## config.mk

```make
export PLATFORM = sky130hd
export DESIGN_NAME = regfile_loader_flat
export DESIGN_NICKNAME = d
export VERILOG_FILES = /design/src/rtl/regfile_loader_pkg.sv /design/src/rtl/regfile_loader_if.sv /design/src/rtl/regfile_loader_byte_packer.sv /design/src/rtl/regfile_loader.sv /design/src/flat_wrapper.sv
export SDC_FILE = /design/constraint.sdc
export NUM_CORES = 1
export LEC_CHECK = 0
export CORE_MARGIN = 8
export CORE_UTILIZATION = 45
export CTS_BUF_LIST = sky130_fd_sc_hd__clkbuf_8
export DETAILED_ROUTE_END_ITERATION = 12
export PLACE_DENSITY = 0.68
export SKIP_LAST_GASP = 1
export SYNTH_ARGS = -nofsm -noshare
export SYNTH_HDL_FRONTEND = slang
export SYNTH_SLANG_ARGS = --single-unit
```

## constraint.sdc

```tcl
create_clock -name clk -period 2.35 [get_ports clk]
set_input_delay 0.47 -clock clk [delete_from_list [all_inputs] [get_ports clk]]
set_output_delay 0.47 -clock clk [all_outputs]
set_load 0.01 [all_outputs]
```

## src/rtl/regfile_loader_pkg.sv

```systemverilog
// Shared definitions for the regfile loader: FSM state encoding and host command layout.
package regfile_loader_pkg;

  typedef enum logic [3:0] {
    S_IDLE,
    S_ADDR_H,
    S_ADDR_L,
    S_CNT_H,
    S_CNT_L,
    S_DATA,
    S_WRITE,
    S_FINISH,
    S_ERR
  } loader_state_t;

  localparam int CMD_TGT   = 0;
  localparam int CMD_START = 1;
  localparam int HDR_LEN   = 5;

  // A command byte is only legal when its reserved upper six bits are clear.
  function automatic logic cmd_reserved_ok(input logic [5:0] reserved);
    return reserved == 6'd0;
  endfunction

endpackage

```

## src/rtl/regfile_loader_if.sv

```systemverilog
// Host byte stream plus accelerator random-write ports for the regfile loader.
interface regfile_loader_if #(
  parameter int ADDR_W  = 12,
  parameter int DATA_W  = 32,
  parameter int STATE_W = 18
);

  logic               in_valid;
  logic [7:0]         in_data;
  logic               in_ready;
  logic               clear_err;

  logic               ran_we_InexRecur;
  logic [ADDR_W-1:0]  ran_w_addr_InexRecur;
  logic [DATA_W-1:0]  ran_w_data_InexRecur;
  logic               ran_we_state_external;
  logic [ADDR_W-1:0]  ran_w_addr_state_external;
  logic [STATE_W-1:0] ran_w_data_state_external;

  logic               is_start;
  logic               busy;
  logic               done;
  logic               err;

  modport slave (
    input  in_valid, in_data, clear_err,
    output in_ready,
    output ran_we_InexRecur, ran_w_addr_InexRecur, ran_w_data_InexRecur,
    output ran_we_state_external, ran_w_addr_state_external, ran_w_data_state_external,
    output is_start, busy, done, err
  );

  modport master (
    output in_valid, in_data, clear_err,
    input  in_ready,
    input  ran_we_InexRecur, ran_w_addr_InexRecur, ran_w_data_InexRecur,
    input  ran_we_state_external, ran_w_addr_state_external, ran_w_data_state_external,
    input  is_start, busy, done, err
  );

endinterface

```

## src/rtl/regfile_loader_byte_packer.sv

```systemverilog
// Collects four stream bytes MSB-first into one word; word_full flags the byte that completes it.
module byte_packer #(
  parameter int WORD_W = 32
) (
  input  logic              clk,
  input  logic              rst_n,
  input  logic              clear,
  input  logic              shift_en,
  input  logic [7:0]        byte_in,
  output logic [WORD_W-1:0] word_next,
  output logic              word_full
);

  logic [WORD_W-9:0] partial;
  logic [1:0]        byte_idx;

  // Only the first three bytes need storage; the fourth is merged on the fly.
  assign word_next = {partial, byte_in};
  assign word_full = shift_en && (byte_idx == 2'd3);

  always_ff @(posedge clk or negedge rst_n) begin
    if (!rst_n) begin
      partial  <= '0;
      byte_idx <= 2'd0;
    end else if (clear) begin
      partial  <= '0;
      byte_idx <= 2'd0;
    end else if (shift_en) begin
      partial  <= word_next[WORD_W-9:0];
      byte_idx <= byte_idx + 2'd1;
    end
  end

endmodule

```

## src/rtl/regfile_loader.sv

```systemverilog
// Parses framed host commands and issues one registered write pulse per packed word
// into the InexRecur or state regfile, optionally followed by an accelerator start pulse.
module regfile_loader
  import regfile_loader_pkg::*;
#(
  parameter int ADDR_W    = 12,
  parameter int DATA_W    = 32,
  parameter int STATE_W   = 18,
  parameter int MAX_WORDS = 4096
) (
  input logic              clk,
  input logic              rst_n,
  regfile_loader_if.slave  bus
);

  localparam logic [15:0] MAX_CNT = 16'(MAX_WORDS);

  loader_state_t     state;
  logic              tgt_state;
  logic              start_after;
  logic [7:0]        addr_hi;
  logic [7:0]        cnt_hi;
  logic [ADDR_W-1:0] addr_q;
  logic [15:0]       cnt_q;
  logic [15:0]       cnt_full;
  logic              accept;
  logic [DATA_W-1:0] word_next;
  logic              word_full;

  assign accept      = bus.in_valid && bus.in_ready;
  assign cnt_full    = {cnt_hi, bus.in_data};
  assign bus.in_ready = !(state inside {S_WRITE, S_FINISH, S_ERR});
  assign bus.busy     = !(state inside {S_IDLE, S_ERR});
  assign bus.err      = (state == S_ERR);

  byte_packer #(.WORD_W(DATA_W)) u_packer (
    .clk       (clk),
    .rst_n     (rst_n),
    .clear     (state == S_IDLE),
    .shift_en  (accept && (state == S_DATA)),
    .byte_in   (bus.in_data),
    .word_next (word_next),
    .word_full (word_full)
  );

  // Strobes, done and is_start default low so each fires for exactly one cycle;
  // the address/data registers of the unselected port keep their last values.
  always_ff @(posedge clk or negedge rst_n) begin
    if (!rst_n) begin
      state                         <= S_IDLE;
      tgt_state                     <= 1'b0;
      start_after                   <= 1'b0;
      addr_hi                       <= 8'd0;
      cnt_hi                        <= 8'd0;
      addr_q                        <= '0;
      cnt_q                         <= 16'd0;
      bus.ran_we_InexRecur          <= 1'b0;
      bus.ran_w_addr_InexRecur      <= '0;
      bus.ran_w_data_InexRecur      <= '0;
      bus.ran_we_state_external     <= 1'b0;
      bus.ran_w_addr_state_external <= '0;
      bus.ran_w_data_state_external <= '0;
      bus.done                      <= 1'b0;
      bus.is_start                  <= 1'b0;
    end else begin
      bus.ran_we_InexRecur      <= 1'b0;
      bus.ran_we_state_external <= 1'b0;
      bus.done                  <= 1'b0;
      bus.is_start              <= 1'b0;
      unique case (state)
        S_IDLE: if (accept) begin
          if (cmd_reserved_ok(bus.in_data[7:2])) begin
            tgt_state   <= bus.in_data[CMD_TGT];
            start_after <= bus.in_data[CMD_START];
            state       <= S_ADDR_H;
          end else begin
            state <= S_ERR;
          end
        end
        S_ADDR_H: if (accept) begin
          addr_hi <= bus.in_data;
          state   <= S_ADDR_L;
        end
        S_ADDR_L: if (accept) begin
          addr_q <= ADDR_W'({addr_hi, bus.in_data});
          state  <= S_CNT_H;
        end
        S_CNT_H: if (accept) begin
          cnt_hi <= bus.in_data;
          state  <= S_CNT_L;
        end
        S_CNT_L: if (accept) begin
          cnt_q <= cnt_full;
          if (cnt_full == 16'd0) begin
            state        <= S_FINISH;
            bus.done     <= 1'b1;
            bus.is_start <= start_after;
          end else if (cnt_full > MAX_CNT) begin
            state <= S_ERR;
          end else begin
            state <= S_DATA;
          end
        end
        S_DATA: if (word_full) begin
          state <= S_WRITE;
          if (tgt_state) begin
            bus.ran_we_state_external     <= 1'b1;
            bus.ran_w_addr_state_external <= addr_q;
            bus.ran_w_data_state_external <= word_next[STATE_W-1:0];
          end else begin
            bus.ran_we_InexRecur     <= 1'b1;
            bus.ran_w_addr_InexRecur <= addr_q;
            bus.ran_w_data_InexRecur <= word_next;
          end
        end
        S_WRITE: begin
          addr_q <= addr_q + ADDR_W'(1);
          cnt_q  <= cnt_q - 16'd1;
          if (cnt_q == 16'd1) begin
            state        <= S_FINISH;
            bus.done     <= 1'b1;
            bus.is_start <= start_after;
          end else begin
            state <= S_DATA;
          end
        end
        S_FINISH: state <= S_IDLE;
        S_ERR:    if (bus.clear_err) state <= S_IDLE;
        default:  state <= S_IDLE;
      endcase
    end
  end

endmodule

```

## src/flat_wrapper.sv

```systemverilog
// flat-port wrapper written by rule: the top's interface ports become plain ports
module regfile_loader_flat import regfile_loader_pkg::*;
#(
  parameter int ADDR_W    = 12,
  parameter int DATA_W    = 32,
  parameter int STATE_W   = 18,
  parameter int MAX_WORDS = 4096
)
  (clk, rst_n, bus_in_valid, bus_in_data, bus_clear_err, bus_in_ready, bus_ran_we_InexRecur, bus_ran_w_addr_InexRecur, bus_ran_w_data_InexRecur, bus_ran_we_state_external, bus_ran_w_addr_state_external, bus_ran_w_data_state_external, bus_is_start, bus_busy, bus_done, bus_err);
  regfile_loader_if #(.ADDR_W(ADDR_W), .DATA_W(DATA_W), .STATE_W(STATE_W)) bus_i ();
  input logic clk;
  input logic rst_n;
  input wire logic [$bits(bus_i.in_valid)-1:0] bus_in_valid;
  input wire logic [$bits(bus_i.in_data)-1:0] bus_in_data;
  input wire logic [$bits(bus_i.clear_err)-1:0] bus_clear_err;
  output wire logic [$bits(bus_i.in_ready)-1:0] bus_in_ready;
  output wire logic [$bits(bus_i.ran_we_InexRecur)-1:0] bus_ran_we_InexRecur;
  output wire logic [$bits(bus_i.ran_w_addr_InexRecur)-1:0] bus_ran_w_addr_InexRecur;
  output wire logic [$bits(bus_i.ran_w_data_InexRecur)-1:0] bus_ran_w_data_InexRecur;
  output wire logic [$bits(bus_i.ran_we_state_external)-1:0] bus_ran_we_state_external;
  output wire logic [$bits(bus_i.ran_w_addr_state_external)-1:0] bus_ran_w_addr_state_external;
  output wire logic [$bits(bus_i.ran_w_data_state_external)-1:0] bus_ran_w_data_state_external;
  output wire logic [$bits(bus_i.is_start)-1:0] bus_is_start;
  output wire logic [$bits(bus_i.busy)-1:0] bus_busy;
  output wire logic [$bits(bus_i.done)-1:0] bus_done;
  output wire logic [$bits(bus_i.err)-1:0] bus_err;
  assign bus_i.in_valid = bus_in_valid;
  assign bus_i.in_data = bus_in_data;
  assign bus_i.clear_err = bus_clear_err;
  assign bus_in_ready = bus_i.in_ready;
  assign bus_ran_we_InexRecur = bus_i.ran_we_InexRecur;
  assign bus_ran_w_addr_InexRecur = bus_i.ran_w_addr_InexRecur;
  assign bus_ran_w_data_InexRecur = bus_i.ran_w_data_InexRecur;
  assign bus_ran_we_state_external = bus_i.ran_we_state_external;
  assign bus_ran_w_addr_state_external = bus_i.ran_w_addr_state_external;
  assign bus_ran_w_data_state_external = bus_i.ran_w_data_state_external;
  assign bus_is_start = bus_i.is_start;
  assign bus_busy = bus_i.busy;
  assign bus_done = bus_i.done;
  assign bus_err = bus_i.err;
  regfile_loader #(.ADDR_W(ADDR_W), .DATA_W(DATA_W), .STATE_W(STATE_W), .MAX_WORDS(MAX_WORDS)) u_core (.clk(clk), .rst_n(rst_n), .bus(bus_i));
endmodule
```

==> results by group, run 1 <==
Logic synthesis
  • Average instance area after synthesis: 12.5 sq um
  • FFs w/ async S/R, synth: 100%
  • Post-synthesis net count: 538
  • Synthesis warning total: 0
  • Cell type with the highest aggregate area in the netlist: dfrtp_1
  • Top_reg_cell synth: dfrtp_1
  • Synth Instances: 522
  • Seq/Total Area, Yosys: 57.6%
  • Cells taking the most area after synthesis: dfrtp_1 58%, mux2_2 14%, a22o_1 3.4%
  • Most instantiated library cell after synthesis: dfrtp_1
  • Number of distinct library cells after synthesis: 66
  • Synthesized flop and latch total: 150
  • Share of Yosys cell area claimed by the top area cell type: 57.6%
  • Combined area of all synthesized cells: 6520 sq um
  • Number of enable-type register cells in the synthesized netlist: 0
  • Most numerous cell types in the synthesized netlist: 150 x dfrtp_1, 83 x mux2_2, 25 x a22o_1, 25 x nand2_1, 20 x o21ai_0

Global routing
  • Global-route usage over all layers: 18.3%
  • Total overflow reported by the global router: 0
  • Wire length of the first global-routing pass: 26,300 um
  • Number of global-route vias before repair: 4,907
  • Number of antenna violations at the first check in global routing: 0
  • Pin count of the biggest net entering global routing: 50

Pwr
  • Overall power consumption: 0.00604 W
  • LEAKAGE: 3.75 nW
  • Worst VDD drop: 0.482 mV
  • Power per cell area: 735 nW/um^2

STA
  • Slew of the pin with the lowest slew margin: 1.01 ns
  • RSZ-0062 raised after global routing: false
  • Hold Violations, Final: 0
  • Final cycle utilization of the critical path: 96.9%
  • Final-report max-slew violation count: 0
  • Final clock skew: 0.00900 ns
  • PnR worst setup slack: 0.0718 ns
  • Max-Slew Margin vs Limit: 32.4%
  • # setup viols final: 0
  • Max Clk Rate: 439 MHz
  • Min Tclk post-route: 2.28 ns

Layout
  • Fraction of final layout cells sized beyond drive strength 1: 25.7%
  • Area growth syn-to-layout: 26.2%
  • Filler cell count in the final layout: 1,196
  • Net total in the final layout: 645
  • Final Core Density: 57.2%
  • Antenna diode count: 0
  • Non-filler instance count after layout: 826

Setup path
  • Register-to-register setup slack: 0.20 ns
  • Worst Setup Path Type: register to output port
  • Logic depth of the worst register-to-register path: 5
  • Worst Path Max Fanout: 9
  • Reg2Reg Capture Point: u_core.bus.ran_w_addr_InexRecur[11]$_DFFE_PN0P_
  • Arrival time reported for the critical path endpoint: 1.81 ns
  • Crit Reg-Reg Startpoint: u_core.state[0]$_DFFE_PN0P_
  • Critical Path End Type: output port
  • Sort of element at the start of the critical path: register
  • Required time at the worst-slack endpoint: 1.88 ns

Floorplan
  • Num ports: 93
  • Row Count: 44
  • Core area: 14,400 sq um
  • Vertical die dimension: 136 um
  • Die area: 18,600 sq um
  • Die width: 136 um
  • Effective utilization at floorplan: 45.4%

Clock network
  • Number of setup buffers added after CTS: 0
  • CTS root buffer: clkbuf_8
  • Depth of the CTS H-tree: 4
  • Clock insertion delay at the later pin of the skew report: 0.45 ns
  • Sinks on the clock net: 150
  • Clock transition time at the flip-flop clock pins of the worst setup and hold paths: 0.08 ns
  • TritonCTS clock tree: yes
  • Clock buffers created by TritonCTS: 17
  • Clock Path Buffers: 2

Placed design
  • Detailed placement HPWL: 11,500 um
  • Placed Cells incl. Taps: 793
  • Number of port buffers: 92
  • Routability cong.: 0.930
  • Post-Place Setup Slack: -0.118 ns

Detailed routing
  • Antenna viol nets, final: 0
  • DR DRC count: 0
  • DRT iter0 DRCs: 427
  • Drt via density: 5.80
  • Routed length per instance: 19.7 um
  • Via count: 4,791
  • Aggregate routed wire length: 16,300 um
  • First-pass detailed-route iteration total: 6

Status
  • Run status: finished clean

Hold path
  • Hold Crit Class: register to register
  • Cell depth of the worst hold path: 1
  • Worst Hold Endpoint: u_core.bus.ran_w_addr_InexRecur[7]$_DFFE_PN0P_
  • Origin of the worst min-delay path: u_core.bus.ran_w_addr_InexRecur[7]$_DFFE_PN0P_

Run
  • Max-cap violations: 0
kinds of logic (layout without fill, tap and decap cells):
group / count (synthesis) / after routing / share of synthesized area (%)
flops: 150 / 150 / 57.6
simple gates: 120 / 120 / 10.4
compound gates: 110 / 110 / 12.2
mux: 92 / 92 / 15.8
buf+inv: 43 / 163 / 2.82
fa+ha+maj: 4 / 4 / 0.768
xor+xnor: 3 / 3 / 0.403
worst max path at each step:
stage                                startpoint                      endpoint  slack (ns)
global placement                 bus_in_data[5]   u_core.state[2]$_DFFE_PN0P_       -0.05
finish              u_core.state[1]$_DFFE_PN0P_                      bus_busy        0.07
detailed placement               bus_in_data[5]   u_core.state[2]$_DFFE_PN0P_       -0.12
global route        u_core.state[0]$_DFFE_PN0P_                      bus_busy       0.006
floorplan           u_core.cnt_q[0]$_DFFE_PN0P_  u_core.cnt_q[12]$_DFFE_PN0P_        0.43
CTS                 u_core.state[1]$_DFFE_PN0P_                      bus_busy        0.07
worst max-delay path: stages, from the launching register on:
cell and delay [ns]:
dfrtp_2 0.48, nor3_4 0.24, inv_1 0.14, clkdlybuf4s50_1 0.50
through the flow:
stage / area (sq um) / setup TNS [ns] / hold WS (ns)
floorplan: 6520 / 0 / 0.174
global placement: 7790 / -0.122 / 0.424
detailed placement: 7790 / -0.375 / 0.433
CTS: 8230 / 0 / 0.497
global route: 8230 / 0 / 0.504
finish: 8230 / 0 / 0.496
report_power, final:
| part | leakage [nW] | switching (W) | internal, W |
|---|---|---|---|
| combinational | 1.51 | 0.000452 | 0.000363 |
| clock | 0.208 | 0.000952 | 0.00106 |
| sequential | 2.04 | 0.000378 | 0.00284 |
| total | 3.75 | 0.00178 | 0.00426 |
final cells by class:
| type | instances | area (sq um) | share of cell area (%) |
|---|---|---|---|
| timing repair buffer | 122 | 1170 | 14.3 |
| clock inverter | 11 | 121 | 1.48 |
| tap | 184 | 230 | 2.80 |
| clock buffer | 21 | 289 | 3.51 |
| inverter | 9 | 33.8 | 0.411 |
| multi-input combinational | 329 | 2620 | 31.9 |
| sequential | 150 | 3760 | 45.7 |
flip-flops by register name, summed over array words and instances (netlist names), 8 cells and up:
signal	cells
u_core.cnt_hi	8
u_core.bus.ran_w_addr_state_external	12
u_core.cnt_q	16
u_core.bus.ran_w_data_InexRecur	32
u_core.bus.ran_w_data_state_external	18
u_core.addr_q	12
u_core.bus.ran_w_addr_InexRecur	12
u_core.u_packer.partial	24
repair_timing:
item	CTS	global route
resized for setup	8	0
hold buffers	1	0
endpoints found under the hold margin	42	0
endpoints found under the setup margin	3	0
cells in the final DEF (no fill, tap or decap), types with 5 or more instances in the layout:
master           Yosys  final
buf_4                0     27
and3_1               6      6
nand2_1             25     25
o21ai_0             20     20
dfrtp_1            150    147
nand4_1              7      7
a211oi_1             5      5
clkbuf_8             0     21
nor3_1              13     12
mux2_1               6      6
nand3_1              9      8
nor4_1               6      6
or3_1                5      5
nor2_1              19     18
a21oi_1             16     16
o2bb2ai_1            5      5
inv_1                9      9
clkdlybuf4s50_1      0     89
a22o_1              25     25
mux2_2              83     83
routing by layer:
layer | global-route usage, % | wire, um | vias to the layer above | share of wire (%)
met3 | 5.69 | 1180 | 29 | 7.2
met2 | 28.4 | 7760 | 181 | 48
met1 | 23.1 | 6910 | 2412 | 43
li1 | - | - | 2169 | -
met4 | 7.93 | 409 | 0 | 2.5
met5 | 0 | 0 | - | 0
No activity file was read; power rests on OpenSTA's default activity.
==> run 2, diff against run 1 <==
--- a/config.mk
+++ b/config.mk
@@ -5,9 +5,11 @@
 export SDC_FILE = /design/constraint.sdc
 export NUM_CORES = 1
 export LEC_CHECK = 0
+export CAP_MARGIN = 40
 export CORE_MARGIN = 8
 export CORE_UTILIZATION = 45
 export CTS_BUF_LIST = sky130_fd_sc_hd__clkbuf_8
+export CTS_CLUSTER_SIZE = 28
 export DETAILED_ROUTE_END_ITERATION = 12
 export PLACE_DENSITY = 0.68
 export SKIP_LAST_GASP = 1
==> run 2 against run 1 <==
  * Die area stayed put
  * Worst setup slack better by 0.0080 ns
  * Non-clock buffer count is 3 higher
  * Wire length is 0.55% higher
  * Sequential share of layout area is 0.41 points lower
  * Count of clock-buffer cells in the layout is 4 lower
  * Largest power group unchanged
  * Sequential power hardly changed
  * Combinational power is 0.9% higher
  * Global-route usage hardly changed
  * Maximum frequency is 0.35% higher
  * Worst hold slack worse by 0.0026 ns
  * First-iteration DRC count is 8.4% lower
==> results by group, run 2 (same netlist as run 1, synthesis figures left out) <==
Setup path
  • Worst Path Max Fanout: 5 (-4)
  • Worst Setup Path Type: register to output port
  • Arrival time reported for the critical path endpoint: 1.80 ns (about the same)
  • Required time at the worst-slack endpoint: 1.88 ns (about the same)
  • Sort of element at the start of the critical path: register
  • Logic depth of the worst register-to-register path: 5 (unchanged)
  • Critical Path End Type: output port

Placed design
  • Number of port buffers: 92 (unchanged)
  • Placed Cells incl. Taps: 794 (+0.13%)
  • Routability cong.: 0.930 (unchanged)
  • Detailed placement HPWL: 11,500 um (+0.26%)

Global routing
  • Total overflow reported by the global router: 0 (unchanged)
  • Number of global-route vias before repair: 4,849 (-1.2%)
  • Number of antenna violations at the first check in global routing: 0 (unchanged)
  • Pin count of the biggest net entering global routing: 50 (unchanged)
  • Global-route usage over all layers: 18.3% (+0.032 points)
  • Wire length of the first global-routing pass: 26,400 um (+0.45%)

Pwr
  • Power per cell area: 760 nW/um^2 (+3.5%)
  • LEAKAGE: 3.78 nW (+0.70%)
  • Overall power consumption: 0.00631 W (+4.4%)
  • Worst VDD drop: 0.420 mV (-13%)

STA
  • Hold Violations, Final: 0 (unchanged)
  • Max Clk Rate: 440 MHz (+0.35%)
  • Max-Slew Margin vs Limit: 56.1% (+24 points)
  • Final cycle utilization of the critical path: 96.6% (-0.34 points)
  • # setup viols final: 0 (unchanged)
  • Slew of the pin with the lowest slew margin: 0.642 ns (-0.371 ns)
  • Final clock skew: 0.0126 ns (+0.00363 ns)
  • Total negative setup slack: 0 ns (unchanged)
  • Min Tclk post-route: 2.27 ns (-0.00799 ns)
  • Final-report max-slew violation count: 0 (unchanged)

Clock network
  • Clock Path Buffers: 2 (unchanged)
  • Clock insertion delay at the later pin of the skew report: 0.46 ns (about the same)
  • Sinks on the clock net: 150 (unchanged)
  • TritonCTS clock tree: yes
  • CTS root buffer: clkbuf_8
  • Clock transition time at the flip-flop clock pins of the worst setup and hold paths: 0.09 ns (about the same)
  • Clock buffers created by TritonCTS: 17 (unchanged)
  • Depth of the CTS H-tree: 4 (unchanged)

Detailed routing
  • Aggregate routed wire length: 16,300 um (+0.55%)
  • Routed length per instance: 19.7 um (+0.18%)
  • DRT iter0 DRCs: 391 (-8.4%)
  • DR DRC count: 0 (unchanged)
  • Via count: 4,780 (-0.23%)
  • First-pass detailed-route iteration total: 6 (unchanged)
  • Drt via density: 5.77 (-0.59%)
  • Antenna viol nets, final: 0 (unchanged)

Layout
  • Net total in the final layout: 648 (+0.47%)
  • Commonest non-fill, non-tap cell in the layout: dfrtp_1
  • Largest regs: u_core.bus.ran_w_data_InexRecur: 32 flops, u_core.u_packer.partial: 24 flops, u_core.bus.ran_w_data_state_external: 18 flops
  • Number of flip-flops in the largest register: 32 (unchanged)
  • Non-filler instance count after layout: 829 (+0.36%)
  • Area growth syn-to-layout: 27.3%
  • Most frequent cells in the layout: 147 x dfrtp_1, 89 x clkdlybuf4s50_1, 83 x mux2_2, 29 x buf_4
  • Fraction of final layout cells sized beyond drive strength 1: 26.0% (+0.35 points)
  • Register with the most flip-flops: u_core.bus.ran_w_data_InexRecur
  • Final Core Density: 57.8% (+0.52 points)
  • Antenna diode count: 0 (unchanged)

Hold path
  • Hold Crit Class: register to register
  • Cell depth of the worst hold path: 1 (unchanged)

Floorplan
  • Row Count: 44 (unchanged)
  • Num ports: 93 (unchanged)
  • Effective utilization at floorplan: 45.4% (unchanged)
  • Die width: 136 um (unchanged)
  • Core area: 14,400 sq um (unchanged)
  • Die area: 18,600 sq um (unchanged)
  • Vertical die dimension: 136 um (unchanged)

Status
  • Run status: finished clean

Run
  • Max-cap violations: 0 (unchanged)
==> run 2: worst paths after layout <==
check / from / end / slack [ns]
setup / recovery: u_core.state[0]$_DFFE_PN0P_ / bus_busy / 0.08
hold / removal: u_core.bus.ran_w_addr_InexRecur[7]$_DFFE_PN0P_ / u_core.bus.ran_w_addr_InexRecur[7]$_DFFE_PN0P_ / 0.49
setup reg to reg: u_core.state[0]$_DFFE_PN0P_ / u_core.bus.ran_w_addr_InexRecur[11]$_DFFE_PN0P_ / 0.20
hold reg to reg: u_core.bus.ran_w_addr_InexRecur[7]$_DFFE_PN0P_ / u_core.bus.ran_w_addr_InexRecur[7]$_DFFE_PN0P_ / 0.49
max in group asynchronous: rst_n / u_core.bus.ran_w_addr_state_external[1]$_DFFE_PN0P_ / 1.21
min in group asynchronous: rst_n / u_core.bus.ran_w_addr_InexRecur[10]$_DFFE_PN0P_ / 0.50
==> run 2: worst max-delay path, stage by stage, from the launching register on <==
cell and delay (ns):
dfrtp_1 0.45, nor3_4 0.26, inv_1 0.13, clkdlybuf4s50_1 0.50
==> run 2: per-stage QoR <==
stage               area [sq um]  worst slack [ns]  hold WS (ns)
global route                8300           -0.0137         0.503
global placement            7790           -0.0507         0.424
detailed placement          7800           -0.0926         0.430
finish                      8300            0.0798         0.493
floorplan                   6520             0.426         0.174
CTS                         8290            0.0605         0.495
==> run 2: per-layer routing <==
layer  global-route usage (%)  wire length (um)  up-vias
met4                     7.08               373        0
met3                     4.36              1070       26
li1                         -                 -     2171
met5                        0                 0        -
met2                     29.2              7940      162
met1                     23.6              6960     2421
==> run 2: area by class of cell <==
cell class                      count  area (sq um)
Fill cell                        1147          6070
Clock buffer                       17           234
Clock inverter                     15           225
Multi-Input combinational cell    329          2620
Timing Repair Buffer              125          1200
Sequential cell                   150          3760
Inverter                            9          33.8
Tap cell                          184           230
==> run 2: timing repair <==
item	CTS	global route
endpoints found under the setup margin	3	1
hold buffers	1	0
gates resized for setup	8	0
setup buffers	0	2
endpoints found under the hold margin	42	0
pin swaps	1	1
==> run 2: report_power, final <==
part / internal [W] / leakage (nW) / switching, W
logic: 0.000371 / 1.52 / 0.000451
registers: 0.00284 / 2.04 / 0.000376
clock network: 0.00127 / 0.219 / 0.00100
total: 0.00448 / 3.78 / 0.00183
==> run 3, diff against run 2 <==
--- a/config.mk
+++ b/config.mk
@@ -7,12 +7,12 @@
 export LEC_CHECK = 0
 export CAP_MARGIN = 40
 export CORE_MARGIN = 8
-export CORE_UTILIZATION = 45
+export CORE_UTILIZATION = 40
 export CTS_BUF_LIST = sky130_fd_sc_hd__clkbuf_8
 export CTS_CLUSTER_SIZE = 28
 export DETAILED_ROUTE_END_ITERATION = 12
-export PLACE_DENSITY = 0.68
 export SKIP_LAST_GASP = 1
 export SYNTH_ARGS = -nofsm -noshare
 export SYNTH_HDL_FRONTEND = slang
 export SYNTH_SLANG_ARGS = --single-unit
+export TNS_END_PERCENT = 30
==> constraint.sdc (replaced) <==
create_clock -name clk -period 2.8 [get_ports clk]
set_input_delay 0.56 -clock clk [delete_from_list [all_inputs] [get_ports clk]]
set_output_delay 0.56 -clock clk [all_outputs]
set_load 0.01 [all_outputs]
==> run 3 against run 2 <==
  * Power is 21% lower
  * Critical path depth did not move
  * Critical path type unchanged
  * Core utilization is 6.5 points lower
  * Critical endpoint is now bus_in_ready
  * First-iteration DRC count rose by 7.7%
  * Largest cell class unchanged
  * Sequential share of layout area grew 0.80 points
  * Worst hold slack worse by 0.37 ns
  * Count of clock-buffer cells in the layout up 2
  * Non-clock buffer count decreased by 12
==> results by group, run 3 (same netlist as run 1, synthesis figures left out) <==
Status
  • Run status: finished clean

Pwr
  • LEAKAGE: 3.68 nW (-2.5%)
  • Worst VDD drop: 0.289 mV (-31%)
  • Power per cell area: 608 nW/um^2 (-20%)

Detailed routing
  • Routed length per instance: 19.0 um (-3.7%)
  • Top Layer Used: met4
  • Met3 wirelength from detailed routing: 981 um (-8.4%)
  • Aggregate routed wire length: 16,100 um (-1.7%)
  • Antenna viol nets, final: 0 (unchanged)
  • Via count: 4,651 (-2.7%)
  • DRT iter0 DRCs: 421 (+7.7%)
  • Routed metal-1 wirelength: 7350 um (+5.5%)
  • First-pass detailed-route iteration total: 5 (-1)
  • DR DRC count: 0 (unchanged)
  • Drt via density: 5.50 (-4.7%)
  • Met2 wire length: 7520 um (-5.3%)

Clock network
  • Depth of the CTS H-tree: 4 (unchanged)
  • Number of setup buffers added after CTS: 0 (unchanged)
  • Clock buffers created by TritonCTS: 17 (unchanged)
  • Clock insertion delay at the later pin of the skew report: 0.45 ns (about the same)
  • Number of hold buffers added after cts: 0 (-1)
  • TritonCTS clock tree: yes
  • Clock transition time at the flip-flop clock pins of the worst setup and hold paths: 0.07 ns (-0.02 ns)
  • Sinks on the clock net: 150 (unchanged)
  • CTS root buffer: clkbuf_8
  • Clock Path Buffers: 2 (unchanged)

Global routing
  • Number of global-route vias before repair: 4,684 (-3.4%)
  • Wire length of the first global-routing pass: 25,900 um (-1.8%)
  • Pin count of the biggest net entering global routing: 69 (+38%)
  • Total overflow reported by the global router: 0 (unchanged)
  • Global-route usage over all layers: 16.2% (-2.1 points)
  • Number of antenna violations at the first check in global routing: 0 (unchanged)

Layout
  • Area taken by multi-input logic gates: 2610 sq um (-0.43%)
  • Commonest non-fill, non-tap cell in the layout: dfrtp_1
  • Non-filler instance count after layout: 846 (+2.1%)
  • Register with the most flip-flops: u_core.bus.ran_w_data_InexRecur
  • Number of flip-flops in the largest register: 32 (unchanged)
  • Final Core Density: 51.3% (-6.5 points)
  • Largest regs: u_core.bus.ran_w_data_InexRecur: 32 flops, u_core.u_packer.partial: 24 flops, u_core.bus.ran_w_data_state_external: 18 flops
  • Net total in the final layout: 636 (-1.9%)
  • Sequential Area: 3750 sq um (about the same)
  • Fraction of final layout cells sized beyond drive strength 1: 23.7% (-2.4 points)
  • Filler cell count in the final layout: 1,424 (+24%)
  • Area growth syn-to-layout: 25.0%
  • Antenna diode count: 0 (unchanged)
  • Most frequent cells in the layout: 149 x dfrtp_1, 91 x clkdlybuf4s50_1, 83 x mux2_2, 25 x nand2_1, 25 x a22o_1

STA
  • Final cycle utilization of the critical path: 96.3%
  • # setup viols final: 0 (unchanged)
  • Slew of the pin with the lowest slew margin: 0.651 ns (+0.00940 ns)
  • Max Clk Rate: 371 MHz
  • Worst hold slack across all endpoints: 0.122 ns (-0.371 ns)
  • Min Tclk post-route: 2.70 ns
  • PnR worst setup slack: 0.102 ns (+0.0225 ns)
  • RSZ-0062 raised after global routing: false
  • Hold Violations, Final: 0 (unchanged)
  • Final clock skew: 0.00602 ns (-0.00661 ns)
  • Final-report max-slew violation count: 0 (unchanged)
  • Max-Slew Margin vs Limit: 56.6% (+0.48 points)
  • Total negative setup slack: 0 ns (unchanged)

Setup path
  • Slowest cell on the critical path: clkdlybuf4s50_1
  • Arrival time reported for the critical path endpoint: 2.14 ns (+0.34 ns)
  • Largest stage delay, worst path: 0.61 ns (+0.11 ns)
  • Critical Path End Type: output port
  • Worst-path cell chain: nor2b_1, a22oi_1, clkdlybuf4s50_1
  • Required time at the worst-slack endpoint: 2.24 ns (+0.36 ns)
  • Register-to-register setup slack: 0.56 ns (+0.36 ns)
  • Worst Setup Path Type: register to output port
  • Worst Path Max Fanout: 15 (+10)
  • Sort of element at the start of the critical path: register

Floorplan
  • Vertical die dimension: 144 um (+5.4%)
  • Num ports: 93 (unchanged)
  • Die area: 20,600 sq um (+11%)
  • Row Count: 46 (+4.5%)
  • Die width: 144 um (+5.4%)
  • Core area: 15,900 sq um (+11%)
  • Effective utilization at floorplan: 41.0% (-4.3 points)

Placed design
  • Post-Place Setup Slack: 0.226 ns (+0.319 ns)
  • Placed Cells incl. Taps: 817 (+2.9%)
  • Routability cong.: 0.876 (-5.7%)
  • Detailed placement HPWL: 11,000 um (-4.0%)
  • Number of port buffers: 92 (unchanged)

Run
  • Max-cap violations: 0 (unchanged)

Hold path
  • Hold Crit Class: input port to asynchronous set/reset pin
==> run 3: cell count changes in the layout (fill, tap and decap cells not counted), moves of 2 or more <==
cell	delta
buf_4	-11
bufinv_16	-3
clkbuf_8	+2
clkdlybuf4s50_1	+2
dfrtp_1	+2
dfrtp_2	-2
dlygate4sd2_1	-2
inv_1	+2
inv_6	-2
==> run 3: critical path: cells and delay by family (launching register included) <==
kind | cells | cell delay, ns
buffers and inverters | 1 | 0.61
AND/OR/NAND/NOR | 1 | 0.25
flip-flops | 1 | 0.55
AO/OA/AOI/OAI | 1 | 0.28
==> run 3: what timing repair did <==
item | in CTS | in global routing
endpoints found under the setup margin | 1 | 2
gates resized for setup | 1 | 1
pin swaps | 0 | 0
==> run 3: stage by stage <==
step / instance area, sq um / total power (W)
after detailed placement: 7770 / 0.00340
after global routing: 8150 / 0.00522
after CTS: 8150 / 0.00500
after global placement: 7760 / 0.00335
after floorplan: 6520 / 0.00310
final: 8150 / 0.00496
==> run 3: path summary, 6_finish.rpt <==
check | cells after the start | start | to
max reg2reg | 5 | u_core.state[2]$_DFFE_PN0P_ | u_core.bus.ran_w_addr_InexRecur[8]$_DFFE_PN0P_
min | 1 | rst_n | u_core.cnt_q[10]$_DFFE_PN0P_
max in group asynchronous | 2 | rst_n | u_core.u_packer.partial[22]$_DFFE_PN0P_
max | 3 | u_core.state[2]$_DFFE_PN0P_ | bus_in_ready
min in group clk | 1 | u_core.bus.ran_w_addr_InexRecur[7]$_DFFE_PN0P_ | u_core.bus.ran_w_addr_InexRecur[7]$_DFFE_PN0P_
min reg2reg | 1 | u_core.bus.ran_w_addr_InexRecur[7]$_DFFE_PN0P_ | u_core.bus.ran_w_addr_InexRecur[7]$_DFFE_PN0P_
==> run 3: routing by layer <==
metal,track usage [%],vias to the layer above
met5,0,-
li1,-,2138
met3,4.84,16
met4,5.53,0
met2,25.4,136
met1,20.9,2361
==> run 3: layout make-up <==
type	count	area share [%]
clock buffer	19	3.21
clock inverter	10	1.34
inverter	9	0.414
multi-input combinational	329	32.0
sequential	150	46.1
tap	216	3.32
timing repair buffer	113	13.6
==> run 3: power breakdown <==
part | total [W] | switching [W] | internal (W)
clock | 0.00159 | 0.000774 | 0.000816
combinational | 0.000666 | 0.000368 | 0.000298
sequential | 0.00270 | 0.000316 | 0.00238
